## src/rtl/sync_fifo_param_pkg.sv

```systemverilog
// Shared FIFO sizing defaults and the status-flag bundle used by sync_fifo_param.
package sync_fifo_param_pkg;
  localparam int FIFO_DATA_WIDTH = 8;
  localparam int FIFO_ADDR_WIDTH = 3;
  localparam int FIFO_DEPTH      = 1 << FIFO_ADDR_WIDTH;

  typedef struct packed {
    logic full;
    logic empty;
    logic almost_full;
    logic almost_empty;
  } fifo_flags_t;
endpackage

```

## src/rtl/sync_fifo_param_ram.sv

```systemverilog
// Single-port-style FIFO storage: synchronous write, registered enabled read.
module fifo_ram_sp #(
  parameter int DATA_WIDTH = 8,
  parameter int ADDR_WIDTH = 3
) (
  input  logic                  W_CLK,
  input  logic                  W_RST,
  input  logic                  we,
  input  logic [ADDR_WIDTH-1:0] waddr,
  input  logic [DATA_WIDTH-1:0] wdata,
  input  logic                  re,
  input  logic [ADDR_WIDTH-1:0] raddr,
  output logic [DATA_WIDTH-1:0] rdata
);
  localparam int DEPTH = 1 << ADDR_WIDTH;

  logic [DATA_WIDTH-1:0] mem [DEPTH];

  always_ff @(posedge W_CLK) begin
    if (we) mem[waddr] <= wdata;
  end

  // Only the output register is reset; the array itself powers up as don't-care.
  always_ff @(posedge W_CLK or negedge W_RST) begin
    if (!W_RST)  rdata <= '0;
    else if (re) rdata <= mem[raddr];
  end
endmodule

```

## src/rtl/sync_fifo_param.sv

```systemverilog
// Parametrised single-clock FIFO with registered read, level flags, sticky errors and flush.
module sync_fifo_param
  import sync_fifo_param_pkg::*;
#(
  parameter int DATA_WIDTH = FIFO_DATA_WIDTH,
  parameter int ADDR_WIDTH = FIFO_ADDR_WIDTH,
  parameter int AF_LEVEL   = 6,
  parameter int AE_LEVEL   = 1
) (
  input  logic                  W_CLK,
  input  logic                  W_RST,
  input  logic                  flush,
  input  logic                  wr_en,
  input  logic [DATA_WIDTH-1:0] wr_data,
  input  logic                  rd_en,
  output logic [DATA_WIDTH-1:0] rd_data,
  output logic                  rd_valid,
  output logic                  full,
  output logic                  empty,
  output logic                  almost_full,
  output logic                  almost_empty,
  output logic [ADDR_WIDTH:0]   count,
  output logic                  overflow,
  output logic                  underflow,
  input  logic                  clr_err
);
  localparam int DEPTH = 1 << ADDR_WIDTH;
  localparam logic [ADDR_WIDTH:0] CNT_FULL = (ADDR_WIDTH+1)'(DEPTH);
  localparam logic [ADDR_WIDTH:0] CNT_AF   = (ADDR_WIDTH+1)'(AF_LEVEL);
  localparam logic [ADDR_WIDTH:0] CNT_AE   = (ADDR_WIDTH+1)'(AE_LEVEL);

  if (AF_LEVEL < 1 || AF_LEVEL > DEPTH) begin : g_bad_af
    $error("sync_fifo_param: AF_LEVEL %0d outside 1..%0d", AF_LEVEL, DEPTH);
  end
  if (AE_LEVEL < 0 || AE_LEVEL > DEPTH-1) begin : g_bad_ae
    $error("sync_fifo_param: AE_LEVEL %0d outside 0..%0d", AE_LEVEL, DEPTH-1);
  end

  logic [ADDR_WIDTH-1:0] wptr, rptr;
  logic                  wr_acc, rd_acc;
  fifo_flags_t           flg;

  // Flags decode the registered count, so acceptance uses this cycle's state.
  assign flg.full         = (count == CNT_FULL);
  assign flg.empty        = (count == '0);
  assign flg.almost_full  = (count >= CNT_AF);
  assign flg.almost_empty = (count <= CNT_AE);

  assign full         = flg.full;
  assign empty        = flg.empty;
  assign almost_full  = flg.almost_full;
  assign almost_empty = flg.almost_empty;

  assign wr_acc = !flush && wr_en && !flg.full;
  assign rd_acc = !flush && rd_en && !flg.empty;

  fifo_ram_sp #(.DATA_WIDTH(DATA_WIDTH), .ADDR_WIDTH(ADDR_WIDTH)) u_ram (
    .W_CLK (W_CLK),
    .W_RST (W_RST),
    .we    (wr_acc),
    .waddr (wptr),
    .wdata (wr_data),
    .re    (rd_acc),
    .raddr (rptr),
    .rdata (rd_data)
  );

  always_ff @(posedge W_CLK or negedge W_RST) begin
    if (!W_RST) begin
      wptr     <= '0;
      rptr     <= '0;
      count    <= '0;
      rd_valid <= 1'b0;
    end else if (flush) begin
      wptr     <= '0;
      rptr     <= '0;
      count    <= '0;
      rd_valid <= 1'b0;
    end else begin
      if (wr_acc) wptr <= wptr + 1'b1;
      if (rd_acc) rptr <= rptr + 1'b1;
      case ({wr_acc, rd_acc})
        2'b10:   count <= count + 1'b1;
        2'b01:   count <= count - 1'b1;
        default: count <= count;
      endcase
      rd_valid <= rd_acc;
    end
  end

  // A new error event outranks clr_err in the same cycle; flushed requests never flag.
  always_ff @(posedge W_CLK or negedge W_RST) begin
    if (!W_RST) begin
      overflow  <= 1'b0;
      underflow <= 1'b0;
    end else begin
      overflow  <= (!flush && wr_en && flg.full)  || (overflow  && !clr_err);
      underflow <= (!flush && rd_en && flg.empty) || (underflow && !clr_err);
    end
  end
endmodule

```

## config.mk

```make
export PLATFORM = sky130hd
export DESIGN_NAME = sync_fifo_param
export DESIGN_NICKNAME = d
export VERILOG_FILES = /design/src/rtl/sync_fifo_param_pkg.sv /design/src/rtl/sync_fifo_param_ram.sv /design/src/rtl/sync_fifo_param.sv
export SDC_FILE = /design/constraint.sdc
export NUM_CORES = 1
export LEC_CHECK = 0
export ABC_CLOCK_PERIOD_IN_PS = 2800
export BUFFER_PORTS_ARGS = -buffer_cell sky130_fd_sc_hd__buf_2
export CAP_MARGIN = 20
export CORE_MARGIN = 2
export CORE_UTILIZATION = 34
export DETAILED_ROUTE_END_ITERATION = 7
export PLACE_DENSITY = 0.57
export SYNTH_ARGS = -nofsm -noshare
export SYNTH_HDL_FRONTEND = slang
export SYNTH_SLANG_ARGS = --single-unit
```

## constraint.sdc

```tcl
create_clock -name W_CLK -period 2.8 [get_ports W_CLK]
set_input_delay 0.28 -clock W_CLK [delete_from_list [all_inputs] [get_ports W_CLK]]
set_output_delay 0.28 -clock W_CLK [all_outputs]
set_load 0.05 [all_outputs]
```

# Word level (Yosys, flattened, before mapping)
# Memories as Yosys holds them, arrays and structs flattened. A register that Yosys moved wholly into a read port is not among the register bits.
# Cells that the tools add are included.
[word_totals]
output_inout_bits = 19
mem_bits_rw = 64
register_bits = 13
input_bits = 14
mem_count = 1
[mem_list]
columns = ["name", "depth", "word_bits", "read_ports", "rd_clocked_by_memory_dff", "wr", "line_no", "source"]
rows = [
  ["u_ram.mem", 8, 8, 1, 1, 1, "sync_fifo_param_ram.sv:17", "logic [DATA_WIDTH-1:0] mem [DEPTH];"],
]
[classes]
muxes = 9
addsub = 4
n_lt_le_gt_ge = 2
n_eq_ne = 3
n_reduce_logical = 19
[ops]
columns = ["cell", "n"]
rows = [
  ["3-bit 2-to-1 mux", 4],
  ["1-bit logical AND", 8],
  ["4-bit one-hot mux with 2 select lines", 1],
  ["3-bit by 1-bit adder with 3-bit output, second input constant", 2],
  ["1-bit zero test", 5],
  ["4-bit by 1-bit adder with 4-bit output, second input constant", 1],
  ["4-bit equality test, second input constant", 1],
  ["4-bit by 3-bit greater-or-equal comparator with 1-bit output, second input constant", 1],
  ["4-bit by 1-bit <= comparator with 1-bit output, second input constant", 1],
  ["4-bit zero test", 1],
  ["4-bit 2-to-1 mux", 1],
  ["2-bit nonzero test", 2],
  ["4-bit by 1-bit subtractor with 4-bit output, second input constant", 1],
  ["1-bit 2-to-1 mux", 3],
  ["3-bit nonzero test", 1],
  ["2-bit by 1-bit equality test with 1-bit output, second input constant", 1],
  ["2-bit equality test, second input constant", 1],
  ["1-bit logical OR", 2],
]

# Longest topological paths before layout
# Gate-level depths: netlist of run 1.
[depth]
depth_word = 6
mapped_depth = 9
mapped_depth_nobuf = 7

# Hierarchy
# From an unflattened synthesis of run 1, not the netlist that was laid out.
[unflattened]
cells_unflattened = 255
hier_area_um2 = 3678.5
[by_module_without_submodules]
columns = ["mod", "area_each_um2", "n_inst", "seq_area_each_um2", "cells_each"]
rows = [
  ["fifo_ram_sp", 2861.5, 1, 2122.0, 169],
  ["sync_fifo_param", 817.0, 1, 325.3, 86],
]

# Worst setup path before layout of run 1
# OpenSTA, ideal clock, no wires.
[synth_timing]
path_type = "register to register"
startpoint = "reg count[1]"
endpoint = "mem u_ram.mem[1][0], enable pin"
t_arrival_ns = 2.685
path_stages_with_launch = 8
t_required_ns = 2.417
period_less_slack_ns = 3.068
setup_slack_ns = -0.268
path_cell_list = "dfrtp_1 -> inv_1 -> ha_1 -> nand3b_1 -> inv_1 -> nor2_1 -> nand2_1 -> nor3_1"
[synth_between]
elab_chain_len = 5
[synth_lines]
columns = ["item", "line_no", "source"]
rows = [
  ["start: declaration", "sync_fifo_param.sv:22", "output logic [ADDR_WIDTH:0] count,"],
  ["start signal: assignment", "sync_fifo_param.sv:83", "2'b10: count <= count + 1'b1;"],
  ["start signal: assignment", "sync_fifo_param.sv:84", "2'b01: count <= count - 1'b1;"],
  ["start signal: assignment", "sync_fifo_param.sv:85", "default: count <= count;"],
  ["4-bit equality test", "sync_fifo_param.sv:44", "assign flg.full = (count == CNT_FULL);"],
  ["named net full", "sync_fifo_param.sv:18", "output logic full,"],
  ["1-bit zero test", "sync_fifo_param.sv:54", "assign wr_acc = !flush && wr_en && !flg.full;"],
  ["1-bit logical AND", "sync_fifo_param.sv:54", ""],
  ["1-bit 2-to-1 mux", "sync_fifo_param_ram.sv:20", "if (we) mem[waddr] <= wdata;"],
  ["1-bit 2-to-1 mux (not written as such)", "sync_fifo_param_ram.sv:20", ""],
  ["end: declaration", "sync_fifo_param_ram.sv:17", ""],
]
# The timed path passes the listed nets, and every way through them passes these cells.

# Worst setup path after layout of run 1
[layout_timing]
startpoint = "reg count[1]"
endpoint = "out empty"
[layout_between]
elab_chain_len = 1
[layout_lines]
columns = ["item", "line_no", "source"]
rows = [
  ["4-bit zero test", "sync_fifo_param.sv:45", "assign flg.empty = (count == '0);"],
  ["end: declaration", "sync_fifo_param.sv:19", "output logic empty,"],
]
# Every way passes these cells.

==> summary.md, run 1 <==
| Metric | Value |
|---|---|
| PD cells | between 900 and 1000 nW/um2 |
| Worst Path Required | 2.52 ns |
| R2R depth | 8 |
| Yosys top cell area share | 53.7% |
| ANT cells | 0 |
| Leak | 1.47 nW |
| Clock root buffer | clkbuf_8 |
| Startpoint Class | flip-flop |
| Hold slack | approximately 0.12 ns |
| Sequential area share after synthesis | 68.4% |
| Vias post-DR | 1,956 |
| Final Critical Period | around 2.5 ns |
| Reg-to-reg endpoint | u_ram.mem[5][5] |
| Critical path capture point type | output pin |
| Router iterations before antenna repair | 4 |
| Measured slew at the worst slew-check pin | 0.865 ns |
| Async set-reset flop share out of synthesis | 24.7% |
| Initial Utilization | between 30% and 40% |
| Die W | 107 um |
| Syn Nets | 238 |
| Cell taking the most area after synthesis | edfxtp_1 |
| H-tree levels | 3 |
| Area grow syn2layout | 15.7% |
| Share of cells above drive strength 1 | 31.1% |
| Initial antenna violation count | 0 |
| Hold path depth | 2 |
| Fin util | 40.3% |
| Setup ws final | around 0.31 ns |
| CTS tree | yes |
| Kind of critical path | flip-flop to output pin |
| RSZ-0062 raised after global routing | false |
| Antenna-violating nets left | 0 |
| Largest net degree at the start of global routing | 22 |
| Cts-stage hold buffer count | 1 |
| Worst r2r src | count[0] |
| Placer Congestion | ~0.86 |
| FMAX | 401 MHz |
| HP Class | input port to flip-flop |
| CTS Buf Count | 9 |
| Seq cells post-synth | 85 |
| Total Wirelength | 6.78 mm |
| First-pass GRT wire length | 10.8 mm |
| Final hold vios | 0 |
| Setup violations, final | 0 |
| Area after DPL | 3920 um2 |
| Crit-path max FO | 8 |
| Most used DFF post-synth | edfxtp_1 |
| Global Route Usage Sum | roughly 13% |
| Clk_skew | 0.0137 ns |
| CTS Sinks | 85 |
| Design area | around 4100 um2 |
| Post-synth EDFFs | between 60 and 70 |
| Relative slew margins | 42.3% |
| Clock buffer depth | 2 |
| Vias in the first global route | 1,960 |
| Core area | 10,300 um2 |
| IO Count | 33 |
| IO buf count | 32 |
| R2r setup slk | 0.47 ns |
| NumNets Final | 282 |
| Maxcap violations | 0 |
| Worst slack at placement | 0.492 ns |
| Avg Inst Size Synth | between 15 and 20 um2 |
| Layout Cells excl Fill | 403 |
| # resized after CTS | 0 |
| DR vias/cell | between 4 and 5 |
| CP endpoint | empty |
| Buffer count from post-CTS setup fixing | 0 |
| DP Cell Count | 386 |
| VDD IR max | ~400 uV |
| Status | completed |
| Insertion delay to the later sink of the worst-skew pair | 0.35 ns |
| Final HPWL DP | 4.63 mm |
| Top cells by area, synth | edfxtp_1 (54%), dfrtp_1 (15%), mux4_2 (10%), mux2i_1 (2.2%), ha_1 (2.1%) |
| DR WL/cell | roughly 17 um |
| Yosys cell types | 40 |
| Critical Path AT | roughly 2.2 ns |
| Setup Total Neg Slack | 0 ns |
| Crit path from | count[1] |
| Die Height | between 100 and 150 um |
| Overall Power | 3.96 mW |
| DRT iter0 DRCs | 86 |
| Mapped Cells | ~220 |
| Post-Syn Area | 3580 um2 |
| Total global routing overflow | 0 |
| Count of pins over their slew limit | 0 |
| Post-route DRC | 0 |
| Clock slew at reported path FFs | around 0.09 ns |
| Final period utilization | 89.0% |
| # rows | 37 |
| DIE AREA | 11,400 um2 |
| Yosys warns | 0 |
## area by class of cell
cell class / instances / area, um2
Fill cell: 976 / 6140
Timing Repair Buffer: 43 / 245
Sequential cell: 85 / 2450
Multi-Input combinational cell: 114 / 1030
Inverter: 9 / 33.8
Clock inverter: 7 / 83.8
Tap cell: 136 / 170
Clock buffer: 9 / 124
## layout by cell type, fill, tap and decap left out, types with 2 or more instances in the layout
cell type	n
a21oi_1	8
a31oi_1	2
buf_2	32
buf_4	10
clkbuf_8	9
dfrtp_1	20
edfxtp_1	64
ha_1	6
inv_1	9
inv_6	4
mux2i_1	8
mux4_2	16
nand2_1	10
nand2b_1	5
nand3_1	5
nor2_1	18
nor2b_1	2
nor3_1	5
o211ai_1	3
o22ai_1	3
xor2_1	4
## state kept, by name, indices dropped and copies added (netlist names)
| name | cells |
|---|---|
| rptr | 3 |
| overflow | 1 |
| count | 4 |
| u_ram.rdata | 8 |
| wptr | 3 |
| u_ram.mem | 64 |
| underflow | 1 |
| rd_valid | 1 |
## cells in the mapped netlist (2+ instances only)
cell type and n:
nand2b_1 5, nor2_1 18, mux4_2 16, a21oi_1 8
nand3_1 5, edfxtp_1 64, a31oi_1 2, buf_2 2
clkbuf_1 2, o211ai_1 3, o22ai_1 3, buf_6 4
nand2_1 10, nor2b_1 2, inv_1 9, dfrtp_1 21
mux2i_1 8, nor3_1 6, xor2_1 4, ha_1 6
## cells by family after synthesis
logic type | synth area share, %
flops | 68.4
fa+ha+maj | 2.10
buf+inv | 3.01
mux | 12.6
compound gates | 5.63
xor+xnor | 1.22
simple gates | 7.03
## where the power goes
group          internal [mW]  total, mW  switching (mW)
logic                  0.467       1.41           0.939
clock network          0.431      0.905           0.474
registers               1.50       1.65           0.143
## layer usage
metal  wire [um]  share of wire [%]  track usage [%]
met1        3200                 47             17.9
met2        3270                 48             20.0
met3         232                3.4             2.67
met4          73                1.1             5.01
met5           0                  0                0
## critical path, cell delays in order, from the launching register on
cell and delay (ns):
dfrtp_2 0.46, inv_1 0.15, ha_1 0.27, or3b_1 0.52
inv_1 0.18, buf_2 0.28
## how the worst min path moves through the flow
stage,startpoint,to,slack (ns)
floorplan,W_RST,count[0],-0.02
global placement,W_RST,count[0],0.28
detailed placement,W_RST,count[0],0.29
CTS,clr_err,overflow,0.11
global route,clr_err,overflow,0.11
finish,clr_err,overflow,0.12
No activity file was read; power rests on OpenSTA's default activity.
==> inputs of run 2 (changes only) <==
--- a/config.mk
+++ b/config.mk
@@ -11,7 +11,7 @@
 export CORE_MARGIN = 2
 export CORE_UTILIZATION = 34
 export DETAILED_ROUTE_END_ITERATION = 7
-export PLACE_DENSITY = 0.57
+export PLACE_DENSITY = 0.48
 export SYNTH_ARGS = -nofsm -noshare
 export SYNTH_HDL_FRONTEND = slang
 export SYNTH_SLANG_ARGS = --single-unit
==> run 2 against run 1 <==
  * Hold slack improved by 0.0084 ns
  * First-iteration DRC count fell by 22%
  * Critical path depth stayed put
  * Combinational power about the same
  * Sequential power about the same
  * Highest routed layer unchanged
  * Sequential share of layout area down 0.53 points
  * Fmax about the same
  * Flip-flop and latch count is the same
  * Largest power group unchanged
  * Count of clock-buffer cells in the layout rose by 2
  * Setup slack worse by 0.0019 ns
==> summary.md, run 2 (synthesis results as in run 1) <==
| Metric | Value |
|---|---|
| PD cells | 954 nW/um2 (-0.21%) |
| Clock buffer depth | 2 (unchanged) |
| Count of pins over their slew limit | 0 (unchanged) |
| Logic pwr share | 35.7% (+0.2 points) |
| NetSw | 1.51 mW (-3.2%) |
| Antenna-violating nets left | 0 (unchanged) |
| Setup ws final | 0.306 ns (-0.00194 ns) |
| Vias post-DR | 1,981 (+1.3%) |
| Global Route Usage Sum | 13.9% (+0.97 points) |
| CTS Sinks | 85 (unchanged) |
| ANT cells | 0 (unchanged) |
| Total global routing overflow | 0 (unchanged) |
| Reg with most FFs | u_ram.mem |
| Overall Power | 3.98 mW (+0.69%) |
| Initial Utilization | 34.8% (unchanged) |
| Crit-path max FO | 8 (unchanged) |
| Clock power share | 23.5% (+0.6 points) |
| Int Pwr | 2.48 mW (+3.2%) |
| Sw Share | 37.8% (-1.5 points) |
| Share of cells above drive strength 1 | 31.4% (+0.28 points) |
| Clk_skew | 0.00853 ns (-0.00518 ns) |
| H-tree levels | 3 (unchanged) |
| Max FFs per register | 64 (unchanged) |
| IO Count | 33 (unchanged) |
| Largest net degree at the start of global routing | 22 (unchanged) |
| Area grow syn2layout | 16.7% |
| Measured slew at the worst slew-check pin | 0.617 ns (-0.248 ns) |
| Initial antenna violation count | 0 (unchanged) |
| Critical path capture point type | output pin |
| CTS Buf Count | 9 (unchanged) |
| VDD IR max | 475 uV (+16%) |
| DIE AREA | 11,400 um2 (unchanged) |
| Relative slew margins | 58.8% (+17 points) |
| Placer Congestion | 0.751 (-12%) |
| Post-route DRC | 0 (unchanged) |
| Final period utilization | 89.1% (about the same) |
| DR WL/cell | 17.4 um (+3.6%) |
| Total Wirelength | 7.09 mm (+4.7%) |
| CP cell instances | inv_1, ha_1, or3b_1, inv_1, buf_2 |
| Hold Startpoint | clr_err |
| Hold slack | 0.132 ns (+0.00842 ns) |
| Setup Total Neg Slack | 0 ns (unchanged) |
| DRT iter0 DRCs | 67 (-22%) |
| Die Height | 107 um (unchanged) |
| Kind of critical path | flip-flop to output pin |
| Crit path max-delay cell type | or3b_1 |
| Startpoint Class | flip-flop |
| # resized after CTS | 0 (unchanged) |
| IO buf count | 32 (unchanged) |
| Core area | 10,300 um2 (unchanged) |
| Worst Path Required | 2.52 ns (about the same) |
| Final hold vios | 0 (unchanged) |
| R2R depth | 8 (unchanged) |
| Leak | 1.49 nW (+1.3%) |
| CTS tree | yes |
| RSZ-0062 raised after global routing | false |
| Reg power frac | 40.8% (-0.8 points) |
| Most frequent cells in the layout | edfxtp_1 (64), buf_2 (32), dfrtp_1 (20), nor2_1 (18), mux4_2 (16) |
| Router iterations before antenna repair | 5 (+1) |
| FMAX | 401 MHz (about the same) |
| CP endpoint | empty |
| Insertion delay to the later sink of the worst-skew pair | 0.35 ns (about the same) |
| # rows | 37 (unchanged) |
| Vias in the first global route | 2,003 (+2.2%) |
| NumNets Final | 286 (+1.4%) |
| Worst slack at placement | 0.449 ns (-0.0433 ns) |
| Regs by FF count | u_ram.mem: 64 flops, u_ram.rdata: 8 flops, count: 4 flops |
| DR vias/cell | 4.87 (+0.28%) |
| First-pass GRT wire length | 11.5 mm (+5.9%) |
| Hold path depth | 2 (unchanged) |
| Die W | 107 um (unchanged) |
| HP Class | input port to flip-flop |
| Critical Path AT | 2.21 ns (about the same) |
| Final HPWL DP | 4.77 mm (+3.0%) |
| Most frequent CP cell | inv_1 |
| Maxcap violations | 0 (unchanged) |
| R2r setup slk | 0.44 ns (-0.03 ns) |
| Most common cell after layout, fill and taps aside | edfxtp_1 |
| Clock slew at reported path FFs | 0.08 ns (about the same) |
| Setup violations, final | 0 (unchanged) |
| Crit path from | count[1] |
| Worst r2r src | count[0] |
| Final Critical Period | 2.49 ns (+0.00194 ns) |
| Clock root buffer | clkbuf_8 |
| Reg-to-reg endpoint | u_ram.mem[7][1] |
| Status | completed |
| Largest stage delay, worst path | 0.53 ns (about the same) |
## run 2: how the worst min path moves through the flow
| stage | to | slack, ns |
|---|---|---|
| global placement | count[2] | 0.29 |
| detailed placement | count[2] | 0.29 |
| global route | overflow | 0.12 |
| CTS | overflow | 0.11 |
| floorplan | count[0] | -0.02 |
| finish | overflow | 0.13 |
## run 2: critical path: cells and delay by family (launching register included)
family | cells | cell delay (ns)
and+or+nand+nor | 1 | 0.53
adders and majority gates | 1 | 0.26
DFF | 1 | 0.46
buffers and inverters | 3 | 0.61
## run 2: per-layer routing
layer  GRT usage [%]  vias up  wire length (um)
met5               0        -                 0
met4            5.01        0                63
met3            3.95        7               366
met2            21.8       47              3470
met1            18.4      995              3200
li1                -      932                 -
## run 2: area by class of cell
| type | instances | area (um2) |
|---|---|---|
| well taps | 136 | 170 |
| inverters | 9 | 33.8 |
| repair buffers | 47 | 275 |
| clock inverters | 5 | 83.8 |
| flip-flops and latches | 85 | 2450 |
| multi-input cells | 114 | 1030 |
| fillers | 974 | 6100 |
| clock buffers | 11 | 131 |
## run 2: metrics by stage
stage	std cells	cell area [um2]	util, %
final	407	4180	40.7
after detailed placement	390	3950	38.5
after CTS	407	4180	40.7
after floorplan	218	3580	-
after global routing	407	4180	40.7
after global placement	390	3950	38.5
## run 2: power by group through the flow
stage / sequential (mW) / combinational (mW) / clock (mW)
after floorplan: 1.94 / 0.860 / 0
after global placement: 1.65 / 1.44 / 0
after detailed placement: 1.66 / 1.44 / 0
after CTS: 1.63 / 1.44 / 0.977
after global routing: 1.65 / 1.54 / 1.03
final: 1.63 / 1.42 / 0.936
## run 2: timing repair
item,4_1_cts,5_1_grt
endpoints found under the hold margin,21,0
hold buffers,1,0
buffers inserted,0,0
